**src/rtl/cfg_chain_loader.sv**
```systemverilog
// Parallel-to-serial loader for a configuration scan chain, with optional
// readback capture of the chain's previous contents (define READBACK_CAPTURE_EN).
module cfg_chain_loader #(
  parameter int CHAIN_LEN = 36,
  parameter int WORD_W    = 8
) (
  input  logic              clk,
  input  logic              rst_n,
  input  logic              start,
  input  logic              in_valid,
  output logic              in_ready,
  input  logic [WORD_W-1:0] in_data,
  output logic              shift_i,
  output logic              shift_clk,
  input  logic              shift_o,
  output logic              busy,
  output logic              done,
  output logic [WORD_W-1:0] rb_data,
  output logic              rb_valid
);
  localparam int CW = $clog2(CHAIN_LEN + 1);
  localparam int WW = $clog2(WORD_W + 1);

  typedef enum logic [2:0] {IDLE, FETCH, SETUP, PULSE, DONE} state_t;

  state_t            state_q, state_d;
  logic [CW-1:0]     bit_cnt_q, bit_cnt_d;
  logic [WW-1:0]     wcnt_q, wcnt_d;
  logic [WORD_W-1:0] sbuf_q, sbuf_d;
  logic              shift_i_q, shift_i_d;
  logic              shift_clk_q;

  always_comb begin
    state_d   = state_q;
    bit_cnt_d = bit_cnt_q;
    wcnt_d    = wcnt_q;
    sbuf_d    = sbuf_q;
    case (state_q)
      IDLE: begin
        if (start) begin
          bit_cnt_d = '0;
          wcnt_d    = '0;
          state_d   = FETCH;
        end
      end
      FETCH: begin
        if (in_valid) begin
          sbuf_d  = in_data;
          wcnt_d  = '0;
          state_d = SETUP;
        end
      end
      SETUP: state_d = PULSE;
      PULSE: begin
        sbuf_d    = sbuf_q >> 1;
        bit_cnt_d = bit_cnt_q + 1'b1;
        wcnt_d    = wcnt_q + 1'b1;
        if (bit_cnt_d == CW'(CHAIN_LEN))   state_d = DONE;
        else if (wcnt_d == WW'(WORD_W))    state_d = FETCH;
        else                               state_d = SETUP;
      end
      DONE:    state_d = IDLE;
      default: state_d = IDLE;
    endcase
    // Data is launched on entry to SETUP so it is stable a full clk before the pulse
    shift_i_d = (state_d == SETUP) ? sbuf_d[0] : shift_i_q;
  end

  always_ff @(posedge clk or negedge rst_n) begin
    if (!rst_n) begin
      state_q     <= IDLE;
      bit_cnt_q   <= '0;
      wcnt_q      <= '0;
      sbuf_q      <= '0;
      shift_i_q   <= 1'b0;
      shift_clk_q <= 1'b0;
    end else begin
      state_q     <= state_d;
      bit_cnt_q   <= bit_cnt_d;
      wcnt_q      <= wcnt_d;
      sbuf_q      <= sbuf_d;
      shift_i_q   <= shift_i_d;
      shift_clk_q <= (state_d == PULSE);
    end
  end

  assign shift_i   = shift_i_q;
  assign shift_clk = shift_clk_q;
  assign in_ready  = (state_q == FETCH);
  assign busy      = (state_q == FETCH) || (state_q == SETUP) || (state_q == PULSE);
  assign done      = (state_q == DONE);

`ifdef READBACK_CAPTURE_EN
  logic [WORD_W-1:0] rb_acc_q, rb_acc_d;
  logic [WORD_W-1:0] rb_data_q, rb_data_d;
  logic              rb_valid_q, rb_valid_d;

  // shift_o is sampled at the end of SETUP, before the pulse moves the chain
  always_comb begin
    rb_acc_d   = rb_acc_q;
    rb_data_d  = rb_data_q;
    rb_valid_d = 1'b0;
    if (state_q == FETCH) begin
      rb_acc_d = '0;
    end else if (state_q == SETUP) begin
      rb_acc_d = rb_acc_q | (WORD_W'(shift_o) << wcnt_q);
      if ((wcnt_q + 1'b1 == WW'(WORD_W)) || (bit_cnt_q + 1'b1 == CW'(CHAIN_LEN))) begin
        rb_data_d  = rb_acc_d;
        rb_valid_d = 1'b1;
      end
    end
  end

  always_ff @(posedge clk or negedge rst_n) begin
    if (!rst_n) begin
      rb_acc_q   <= '0;
      rb_data_q  <= '0;
      rb_valid_q <= 1'b0;
    end else begin
      rb_acc_q   <= rb_acc_d;
      rb_data_q  <= rb_data_d;
      rb_valid_q <= rb_valid_d;
    end
  end

  assign rb_data  = rb_data_q;
  assign rb_valid = rb_valid_q;
`else
  logic unused_shift_o;
  assign unused_shift_o = shift_o;
  assign rb_data        = '0;
  assign rb_valid       = 1'b0;
`endif
endmodule

```
**config.mk**
```make
export PLATFORM = sky130hd
export DESIGN_NAME = cfg_chain_loader
export DESIGN_NICKNAME = d
export VERILOG_FILES = /design/src/rtl/cfg_chain_loader.sv
export SDC_FILE = /design/constraint.sdc
export NUM_CORES = 1
export LEC_CHECK = 0
export ABC_AREA = 1
export CORE_ASPECT_RATIO = 0.7
export CORE_UTILIZATION = 53
export CTS_CLUSTER_DIAMETER = 150
export DETAILED_ROUTE_END_ITERATION = 6
export GPL_TIMING_DRIVEN = 1
export HOLD_SLACK_MARGIN = 0.03
export PLACE_DENSITY = 0.89
export SYNTH_ARGS = -nofsm -noshare
export SYNTH_HDL_FRONTEND = slang
export SYNTH_SLANG_ARGS = --single-unit
export TNS_END_PERCENT = 30
```
**constraint.sdc**
```tcl
create_clock -name clk -period 3.3 [get_ports clk]
set_input_delay 0.66 -clock clk [delete_from_list [all_inputs] [get_ports clk]]
set_output_delay 0.66 -clock clk [all_outputs]
set_load 0.01 [all_outputs]
```
# --- Yosys cells after proc, flatten, opt, wreduce, memory -nomap -nowiden ---
# Index checks and enable logic that the tools add are counted.
word_totals:
  ff_bits: 23
  latchBits: 0
  ramBits: 0
  romBits: 0
  out_inout_bits: 14
  word_cells: 40
  memories: 0
op_classes:
  addsub: 2
  n_mul: 0
  n_div: 0
  magnitude_cmp: 0
  n_eq_ne: 10
  shift: 0
  muxes: 12
  n_bitwise: 0
  reduce_logical: 9
ops:
  columns: ["cell", "n"]
  rows:
  - ["case mux 8 bit (2 select lines)", 1]
  - ["equality test 3 x 2 -> 1 bit, second input constant", 4]
  - ["case mux 3 bit (4 select lines)", 1]
  - ["case mux 4 bit (3 select lines)", 1]
  - ["case mux 6 bit (2 select lines)", 1]
  - ["2-to-1 mux 3 bit", 3]
  - ["2-to-1 mux 4 bit", 2]
  - ["2-to-1 mux 8 bit", 1]
  - ["adder 6 x 1 -> 6 bit, second input constant", 1]
  - ["equality test 6 bit, second input constant", 1]
  - ["2-to-1 mux 6 bit", 1]
  - ["adder 4 x 1 -> 4 bit, second input constant", 1]
  - ["equality test 4 bit, second input constant", 1]
  - ["inequality test 2 bit, second input constant", 2]
  - ["AND reduction 2 bit", 2]
  - ["nonzero test 2 bit", 2]
  - ["equality test 3 x 1 -> 1 bit, second input constant", 1]
  - ["equality test 3 bit, second input constant", 1]
  - ["zero test 3 bit", 1]
  - ["AND reduction 3 bit", 1]
  - ["nonzero test 3 bit", 1]
  - ["logical OR 1 bit", 2]
  - ["2-to-1 mux 2 bit", 1]

# --- Logic depth before layout (Yosys ltp) ---
# Gate-level depths: netlist of run 1.
depth:
  depth_word: 6
  ltp_mapped: 10
  mapped_depth_nobuf: 10

# --- Worst setup path after synthesis of run 1 ---
# No wires, ideal clock.
synth_timing:
  kind: "reg-to-output"
  start: "register state_q[0]"
  end: "output busy"
  t_arrival_ns: 0.759
  required_ns: 2.640
  slack_ns: 1.881
  path_stages_with_launch: 3
  path_cell_list: "dfrtp_1 -> inv_2 -> o21ai_0"
synth_between:
  elab_chain_cells: 3
  word_cells_on_any_way: 5
synth_lines:
  columns: ["item", "line", "source"]
  rows:
  - ["from (decl)", "26", "state_t state_q, state_d;"]
  - ["from (signal assigned)", "78", "state_q <= state_d;"]
  - ["equality test 3 x 1 -> 1 bit / equality test 3 x 2 -> 1 bit (equally long branches)", "90", "assign busy = (state_q == FETCH) || (state_q == SETUP) || (state_q == PULSE);"]
  - ["logical OR 1 bit", "90", null]
  - ["logical OR 1 bit (*)", "90", null]
  - ["to (decl)", "16", "output logic busy,"]
# Every way passes the cells marked *; elsewhere a longest branch is shown, timed or not.

# --- Worst setup path after layout of run 1 ---
layout_timing:
  start: "register state_q[2]"
  end: "output busy"
# Same word-level chain as after synthesis.

==> results.md, run 1 <==
Worst setup path:
- Along the worst path, the maximum fanout reaches 4.
- The data arrival time at the worst-slack endpoint is ~1.6 ns.
- The delay of the slowest critical-path stage is 0.56 ns.
- The endpoint type of the worst setup path is a primary output.
- The highest-delay cell along the critical path is sky130_fd_sc_hd__clkdlybuf4s50_1.
- The type of the worst setup path is register to primary output.
- Traced cell by cell, the critical path runs through inv_2 -> nand2_2 -> o21ai_0 -> clkdlybuf4s50_1.
- The worst endpoint required time is 2.64 ns.
- Setup slack on the worst reg-to-reg path comes out at 1.68 ns.
- The worst setup path is launched from a register.

Drt:
- Dividing the detail-routed wire length by the instance count gives approximately 12 µm.
- The post-route antenna net violation count is 0.
- The detailed router placed 914 vias in this run.
- The routed design has 2.13 mm of wire.
- The number of violations reported at the end of detailed-routing iteration 0 is 50.
- The number of design rule violations left after detail routing is 0.
- The first TritonRoute pass finished after 4 iterations.
- The routed via count divided by cell count is 4.94.

Layout:
- The fraction of final layout cells sized beyond drive strength 1 is 0.111.
- At the end of the flow the core is filled with cells to 0.638.
- The number of nets in the final layout is 169.
- The relative area change from synthesis to final layout is 13.5%.
- The repair_antennas step left the layout with diodes totalling 0.

Timing:
- Setup violations remaining at the end of the flow were counted as 0.
- The worst pin sits at a relative slew slack of 0.309.
- The top achievable clock speed is 0.449 GHz.
- The final worst-path cycle share is 0.675.
- The total negative slack is 0 ns.
- The final worst clock skew is 0.00953 ns.
- Setup repair after global routing left no endpoint under its margin.
- The final max-slew violation count is 0.
- The final critical-path required period is 2.23 ns.
- At the pin with the least slew margin, the transition time is 1.03 ns.
- The number of hold violations in the final report is 0.

Power:
- The maximum VDD drop is between 0.3 and 0.4 mV.
- Summed over all cells, the static leakage comes to approximately 0.00067 µW.
- Power spread over the standard cell area amounts to 796 nW/µm².

Synth:
- By area the synthesized netlist is led by sky130_fd_sc_hd__dfrtp_1 (48%), sky130_fd_sc_hd__nand2_1 (10%), sky130_fd_sc_hd__buf_4 (6.8%), sky130_fd_sc_hd__nand3_1 (5.0%), sky130_fd_sc_hd__a22oi_1 (4.3%).
- The share of synthesized area in the top cell type comes to 0.475.
- The number of standard cells after synthesis is 137.
- In this run, synthesis produced a sequential element count of 23.
- Summing every instance area after synthesis gives 1210 µm².
- The yosys synthesis warning count is 0.
- Counting distinct cell types in the post-synthesis netlist gives 28.
- The biggest area contributor in the post-synthesis netlist is sky130_fd_sc_hd__dfrtp_1.
- Each instance of the synthesized netlist takes up on average 8.84 µm².
- The sequential element share of the synthesized area is 0.475.

Place:
- Buffers placed on the I/O ports in this run total 16.
- Summed over all nets, the half-perimeter wirelength after detailed placement is 1.49 mm.
- Routability-driven placement finished with a final weighted congestion of 0.764.

Global route:
- The pin count of the biggest net entering global routing is 24.
- The initial antenna violation count is 0.
- The remaining global-route overflow is 0.
- Across every metal layer, demand over resource in global routing totals 0.197.
- The number of global-route vias before repair was 821.
- The first global-routing pass estimated approximately 3.6 mm of wire.

Die:
- 27 I/O pins were placed.
- The initial standard-cell utilization of the core is 0.562.
- After floorplanning, the core was sized to cover 2150 µm².
- The width of the chip is approximately 59 µm.
- The floorplan has 14 rows.
- The die outline height is 42.0 µm.
- The die covers around 2500 µm².

Clock network:
- Gates resized during post-CTS repair numbered 0.
- Clock-pin slew was measured on the worst setup and hold paths at roughly 0.11 ns.
- The buffer count from post-CTS setup fixing is 0.
- The maximum level of the CTS H-tree is 1.
- The number of hold buffers added after CTS was 0.
- The CTS tree is done.
- The clock passes through at most 2 buffers.
- Buffers inserted during clock tree synthesis total 3.
- Clock tree synthesis found a total of 23 sinks.
- Clock tree synthesis selected as its root buffer the cell sky130_fd_sc_hd__clkbuf_4.
- The clock latency reported for the late side of the worst-skew pair is 0.31 ns.

Flow run:
- Across the run, the number of max-cap violations was 0.

Status:
- The run finished with clean final reports.

Min path:
- The worst min-delay path class is register to register.
## placed cells by master (no fill, tap or decap)
cell type / netlist / final
sky130_fd_sc_hd__dfrtp_1: 23 / 23
sky130_fd_sc_hd__a22oi_1: 7 / 7
sky130_fd_sc_hd__o21ai_2: 1 / 1
sky130_fd_sc_hd__nand3_2: 2 / 2
sky130_fd_sc_hd__nand2_4: 1 / 1
sky130_fd_sc_hd__conb_1: 1 / 9
sky130_fd_sc_hd__nor3_1: 2 / 2
sky130_fd_sc_hd__a21oi_1: 3 / 3
sky130_fd_sc_hd__nand2_2: 1 / 1
sky130_fd_sc_hd__o21ai_1: 1 / 1
sky130_fd_sc_hd__inv_1: 10 / 10
sky130_fd_sc_hd__xor2_1: 2 / 2
sky130_fd_sc_hd__nand4_2: 1 / 1
sky130_fd_sc_hd__nand2_1: 33 / 33
sky130_fd_sc_hd__xnor2_1: 1 / 1
sky130_fd_sc_hd__inv_2: 3 / 3
sky130_fd_sc_hd__ha_1: 2 / 2
sky130_fd_sc_hd__nand3_1: 12 / 12
sky130_fd_sc_hd__nor2_8: 1 / 1
sky130_fd_sc_hd__clkbuf_4: 0 / 3
sky130_fd_sc_hd__clkinv_2: 0 / 1
sky130_fd_sc_hd__nor2_1: 8 / 8
sky130_fd_sc_hd__nand4_1: 1 / 1
sky130_fd_sc_hd__a21oi_2: 1 / 1
sky130_fd_sc_hd__o21ai_0: 4 / 4
sky130_fd_sc_hd__a22o_1: 1 / 1
sky130_fd_sc_hd__clkdlybuf4s50_1: 0 / 16
sky130_fd_sc_hd__nor2_2: 2 / 2
sky130_fd_sc_hd__o22ai_1: 1 / 1
## metal layers
| layer | vias up | global-route usage | part of all wire |
|---|---|---|---|
| met5 | - | 0 | 0 |
| met4 | 0 | 0.0429 | 0.0047 |
| met3 | 2 | 0.0648 | 0.052 |
| met2 | 27 | 0.291 | 0.45 |
| met1 | 420 | 0.283 | 0.49 |
| li1 | 465 | - | - |
## flip-flops by register name (all words and copies together) (netlist names)
register	count
shift_i	1
shift_clk	1
state_q	3
sbuf_q	8
bit_cnt_q	6
wcnt_q	4
## final timing paths
kind                                  startpoint                       end  cells after the start
max                         state_q[2]$_DFF_PN0_                      busy                      4
min                        sbuf_q[2]$_DFFE_PN0P_     sbuf_q[2]$_DFFE_PN0P_                      2
max reg2reg                 state_q[1]$_DFF_PN0_       shift_i$_DFFE_PN0N_                      8
min reg2reg                sbuf_q[2]$_DFFE_PN0P_     sbuf_q[2]$_DFFE_PN0P_                      2
max in group asynchronous                  rst_n     sbuf_q[3]$_DFFE_PN0P_                      1
min in group asynchronous                  rst_n  bit_cnt_q[5]$_DFFE_PN0P_                      1
## report_power, final
part,switching [µW],leakage [µW],internal (µW)
combinational,304,0.000355,195
clock,81.0,0.0000177,45.3
sequential,80.9,0.000297,388
total,466,0.000670,629
## worst max-delay path: cells and delay by family (launching register included)
family | cells | cell delay (ns)
buf+inv | 2 | 0.66
flops | 1 | 0.40
simple gates | 1 | 0.10
compound gates | 1 | 0.10
## cell type report
| cell class | instances | area (µm²) |
|---|---|---|
| Clock buffer | 3 | 22.5 |
| Clock inverter | 1 | 5.00 |
| Fill cell | 194 | 779 |
| Inverter | 13 | 48.8 |
| Multi-Input combinational cell | 97 | 523 |
| Sequential cell | 23 | 576 |
| Tap cell | 32 | 40.0 |
| Timing Repair Buffer | 16 | 160 |
## Yosys cell counts, drive strengths merged
library cell	count
nand2	35
dfrtp	23
nand3	14
inv	13
buf	12
nor2	11
a22oi	7
o21ai	6
a21oi	4
ha	2
nand4	2
nor3	2
xor2	2
a22o	1
conb	1
o22ai	1
xnor2	1
## cell families (layout without fill, tap and decap cells)
family / after synthesis / count (layout) / share of synthesized area
flip-flops: 23 / 23 / 0.475
buffers and inverters: 25 / 33 / 0.118
AO/OA/AOI/OAI: 19 / 19 / 0.103
other: 1 / 9 / 0.00310
adder cells (fa/ha/maj): 2 / 2 / 0.0207
XOR/XNOR: 3 / 3 / 0.0217
AND/OR/NAND/NOR: 64 / 64 / 0.258
## per-stage QoR
stage | instance area (µm²) | hold WS (ns) | cells | power (µW) | setup slack, ns
after floorplan | 1240 | 0.364 | 145 | 857 | 1.88
after global placement | 1350 | 0.463 | 181 | 943 | 1.13
after detailed placement | 1350 | 0.467 | 181 | 969 | 1.10
after CTS | 1380 | 0.497 | 185 | 1100 | 1.05
after global routing | 1380 | 0.513 | 185 | 1190 | 0.960
final | 1380 | 0.492 | 185 | 1100 | 1.07
Power figures use the tool's default switching activity.
==> run 2, diff against run 1 <==
--- a/config.mk
+++ b/config.mk
@@ -7,12 +7,12 @@
 export LEC_CHECK = 0
 export ABC_AREA = 1
 export CORE_ASPECT_RATIO = 0.7
-export CORE_UTILIZATION = 53
+export CORE_UTILIZATION = 44
 export CTS_CLUSTER_DIAMETER = 150
 export DETAILED_ROUTE_END_ITERATION = 6
 export GPL_TIMING_DRIVEN = 1
 export HOLD_SLACK_MARGIN = 0.03
-export PLACE_DENSITY = 0.89
+export PLACE_DENSITY = 0.8
 export SYNTH_ARGS = -nofsm -noshare
 export SYNTH_HDL_FRONTEND = slang
 export SYNTH_SLANG_ARGS = --single-unit
==> constraint.sdc (replaced) <==
create_clock -name clk -period 1.95 [get_ports clk]
set_input_delay 0.39 -clock clk [delete_from_list [all_inputs] [get_ports clk]]
set_output_delay 0.39 -clock clk [all_outputs]
set_load 0.01 [all_outputs]
==> run 2 against run 1 <==
- clock power grew 130%
- sequential power up 70%
- sequential cell count did not move
- critical path type unchanged
- critical endpoint is now in_ready
==> results.md, run 2 (synthesized netlist as in run 1, its figures left out) <==
Clock network:
- After clock tree synthesis, the setup repair step added 0 buffers.
- In this run the number of H-tree levels came out at 1.
- The sink count of the clock tree is 23.
- The number of buffers inserted for hold repair after clock tree synthesis is 0.
- After clock tree synthesis, the clock-pin slew on the worst setup and hold paths is 0.08 ns.
- The CTS tree is done.
- The tree is rooted in a sky130_fd_sc_hd__clkbuf_8.
- The clock latency reported for the late side of the worst-skew pair is 0.26 ns.
- In this run the deepest clock path goes through 2 buffers.
- The total clock buffers created by CTS is 3.

Drt:
- Dividing the detail-routed via count by the number of cells gives around 5.1.
- The total number of vias is just under 1k.
- Summed over all layers, the routed wires come to 2.24 mm.
- The first detailed-routing pass ran for 4 iterations.
- Dividing the detail-routed wire length by the instance count gives 11.8 µm.
- The count of nets left with antenna violations once routing finished came out at 0.
- After detailed routing, the number of remaining DRC violations is 0.
- The number of violations reported at the end of detailed-routing iteration 0 is between 40 and 50.

Global route:
- The pin count of the biggest net entering global routing is 24.
- The first-pass GRT wire length is around 3.7 mm.
- For this run, the total global-route usage over all layers was measured as 0.169.
- Global routing finished with a remaining overflow of 0.
- The initial antenna violation count is 0.
- The number of global-route vias before repair came to 866.

Worst setup path:
- The endpoint type of the worst setup path is a primary output.
- The critical-path maximum fanout is 4.
- The type of the worst setup path is register to primary output.
- For the worst setup path, the data arrival time is between 1 and 1.5 ns.
- The worst setup path is launched from a register.
- The worst endpoint required time is 1.56 ns.

Timing:
- The final max-slew violation count is 0.
- The number of hold violations in the final report was 0.
- The final worst clock skew is 0.00154 ns.
- Setup violations remaining at the end of the flow were counted as 0.
- The total negative slack is 0 ns.
- Derived from the worst setup path, the maximum achievable clock frequency is 0.545 GHz.
- The routed design could run at a clock period as short as 1.83 ns.
- Setup repair after global routing left no endpoint under its margin.
- In the finished design, the share of the clock period the worst path needs comes to 0.941.

Layout:
- The fraction of final layout cells sized beyond drive strength 1 is 0.122.
- After routing the design area is 1420 µm².
- For this run, the share of the core covered by cells in the final layout is 0.560.
- The register ranked first by flip-flop count is sbuf_q.
- The flip-flop count of the largest register after layout is 8.
- At the end of the flow, the number of nets in the layout was about 170.
- The number of diodes added for antenna fixing is 0.
- Counting the fill cells in the layout gives 230.
- In the layout the commonest cells are sky130_fd_sc_hd__nand2_1 (33), sky130_fd_sc_hd__dfrtp_1 (23), sky130_fd_sc_hd__clkdlybuf4s50_1 (15), sky130_fd_sc_hd__nand3_1 (12), sky130_fd_sc_hd__inv_1 (10).
- The commonest non-fill, non-tap cell in the layout is sky130_fd_sc_hd__nand2_1.
- The relative area change from synthesis to final layout is 17.3%.
- The largest registers in the layout are sbuf_q x8, bit_cnt_q x6, wcnt_q x4.
- The final standard cell count with taps included and fillers excluded is 190.

Die:
- The width of the chip is around 65 µm.
- The floorplan has 15 rows.
- The area of the core is 2530 µm².
- The initial standard-cell utilization of the core is 0.478.
- The die outline height is roughly 46 µm.
- The I/O pin total is 27.
- The die outline area is approximately 3000 µm².

Power:
- The cell-internal power is around 1200 µW.
- The clock network fraction of total power is 0.148.
- The total chip power is 1960 µW.
- Of the total power, registers draw 0.408.
- Of the total power, combinational logic draws 0.444.
- The switching power as a share of total power is 0.410.
- The worst-case IR drop observed on VDD is 0.595 mV.
- The net switching power is 801 µW.
- Power spread over the standard cell area amounts to 1380 nW/µm².
- In this run the static leakage power is 0.000694 µW.

Status:
- The flow ran to the end, and the final reports show no timing, DRC or antenna violations.

Flow run:
- Across the run, the number of max-cap violations was 0.

Place:
- In this run, placement finished with an instance count of 186.
- The count of buffers added on input and output ports is 16.
- The HPWL after detailed placement is 1.67 mm.
- The placed standard-cell area is 1370 µm².
- The congestion estimate from routability-driven global placement came to 0.763.

Min path:
- The worst min-delay path class is input pin to asynchronous set/reset pin.
==> run 2: cell count changes in the layout (fill, tap and decap cells not counted), sizes merged <==
| cell | delta |
|---|---|
| buf | +3 |
| clkbuf | +1 |
| clkdlybuf4s50 | -1 |
| clkinv | -1 |
| dlymetal6s2s | +1 |
==> run 2: area by class of cell <==
type	instances	area (µm²)	share of cell area
multi-input cells	97	523	0.368
inverters	13	48.8	0.0344
flip-flops and latches	23	576	0.405
well taps	34	42.5	0.0300
clock buffers	4	45.0	0.0317
repair buffers	19	185	0.130
==> run 2: critical path, stage by stage (launching register included) <==
cell                              delay (ns)
sky130_fd_sc_hd__dfrtp_1                0.39
sky130_fd_sc_hd__inv_2                  0.10
sky130_fd_sc_hd__nand3_2                0.09
sky130_fd_sc_hd__inv_1                  0.08
sky130_fd_sc_hd__clkdlybuf4s50_1        0.53
==> run 2: worst paths after layout <==
path	startpoint	endpoint	slack, ns	depth (start not counted)
hold / removal	rst_n	state_q[0]$_DFF_PN0_	0.48	2
max in group asynchronous	rst_n	state_q[1]$_DFF_PN0_	1.24	2
min in group clk	sbuf_q[5]$_DFFE_PN0P_	sbuf_q[5]$_DFFE_PN0P_	0.49	2
setup / recovery	state_q[2]$_DFF_PN0_	in_ready	0.12	4
setup reg to reg	state_q[2]$_DFF_PN0_	shift_i$_DFFE_PN0N_	0.48	9
hold reg to reg	sbuf_q[5]$_DFFE_PN0P_	sbuf_q[5]$_DFFE_PN0P_	0.49	2
==> run 2: power groups by stage <==
| stage | clock [µW] | sequential (µW) | combinational [µW] |
|---|---|---|---|
| CTS | 296 | 798 | 882 |
| finish | 290 | 799 | 868 |
| global placement | 0 | 794 | 832 |
| detailed placement | 0 | 808 | 878 |
| floorplan | 0 | 787 | 663 |
| global route | 322 | 825 | 978 |
==> run 2: routing by layer <==
layer	track usage	share of wire
met1	0.206	0.45
met2	0.292	0.49
met3	0.0600	0.066
met4	0.0400	0.0027
met5	0	0
==> run 2: timing repair <==
action,4_1_cts,5_1_grt
gates resized for setup,0,1
endpoints found under the setup margin,0,1
endpoints found under the hold margin,0,0
==> run 2: metrics by stage <==
stage	worst slack, ns	hold slack [ns]
3_3_place_gp	0.338	0.463
6_report	0.115	0.477
3_5_place_dp	0.279	0.469
2_1_floorplan	0.722	0.0944
5_1_grt	0.0169	0.493
4_1_cts	0.0247	0.490
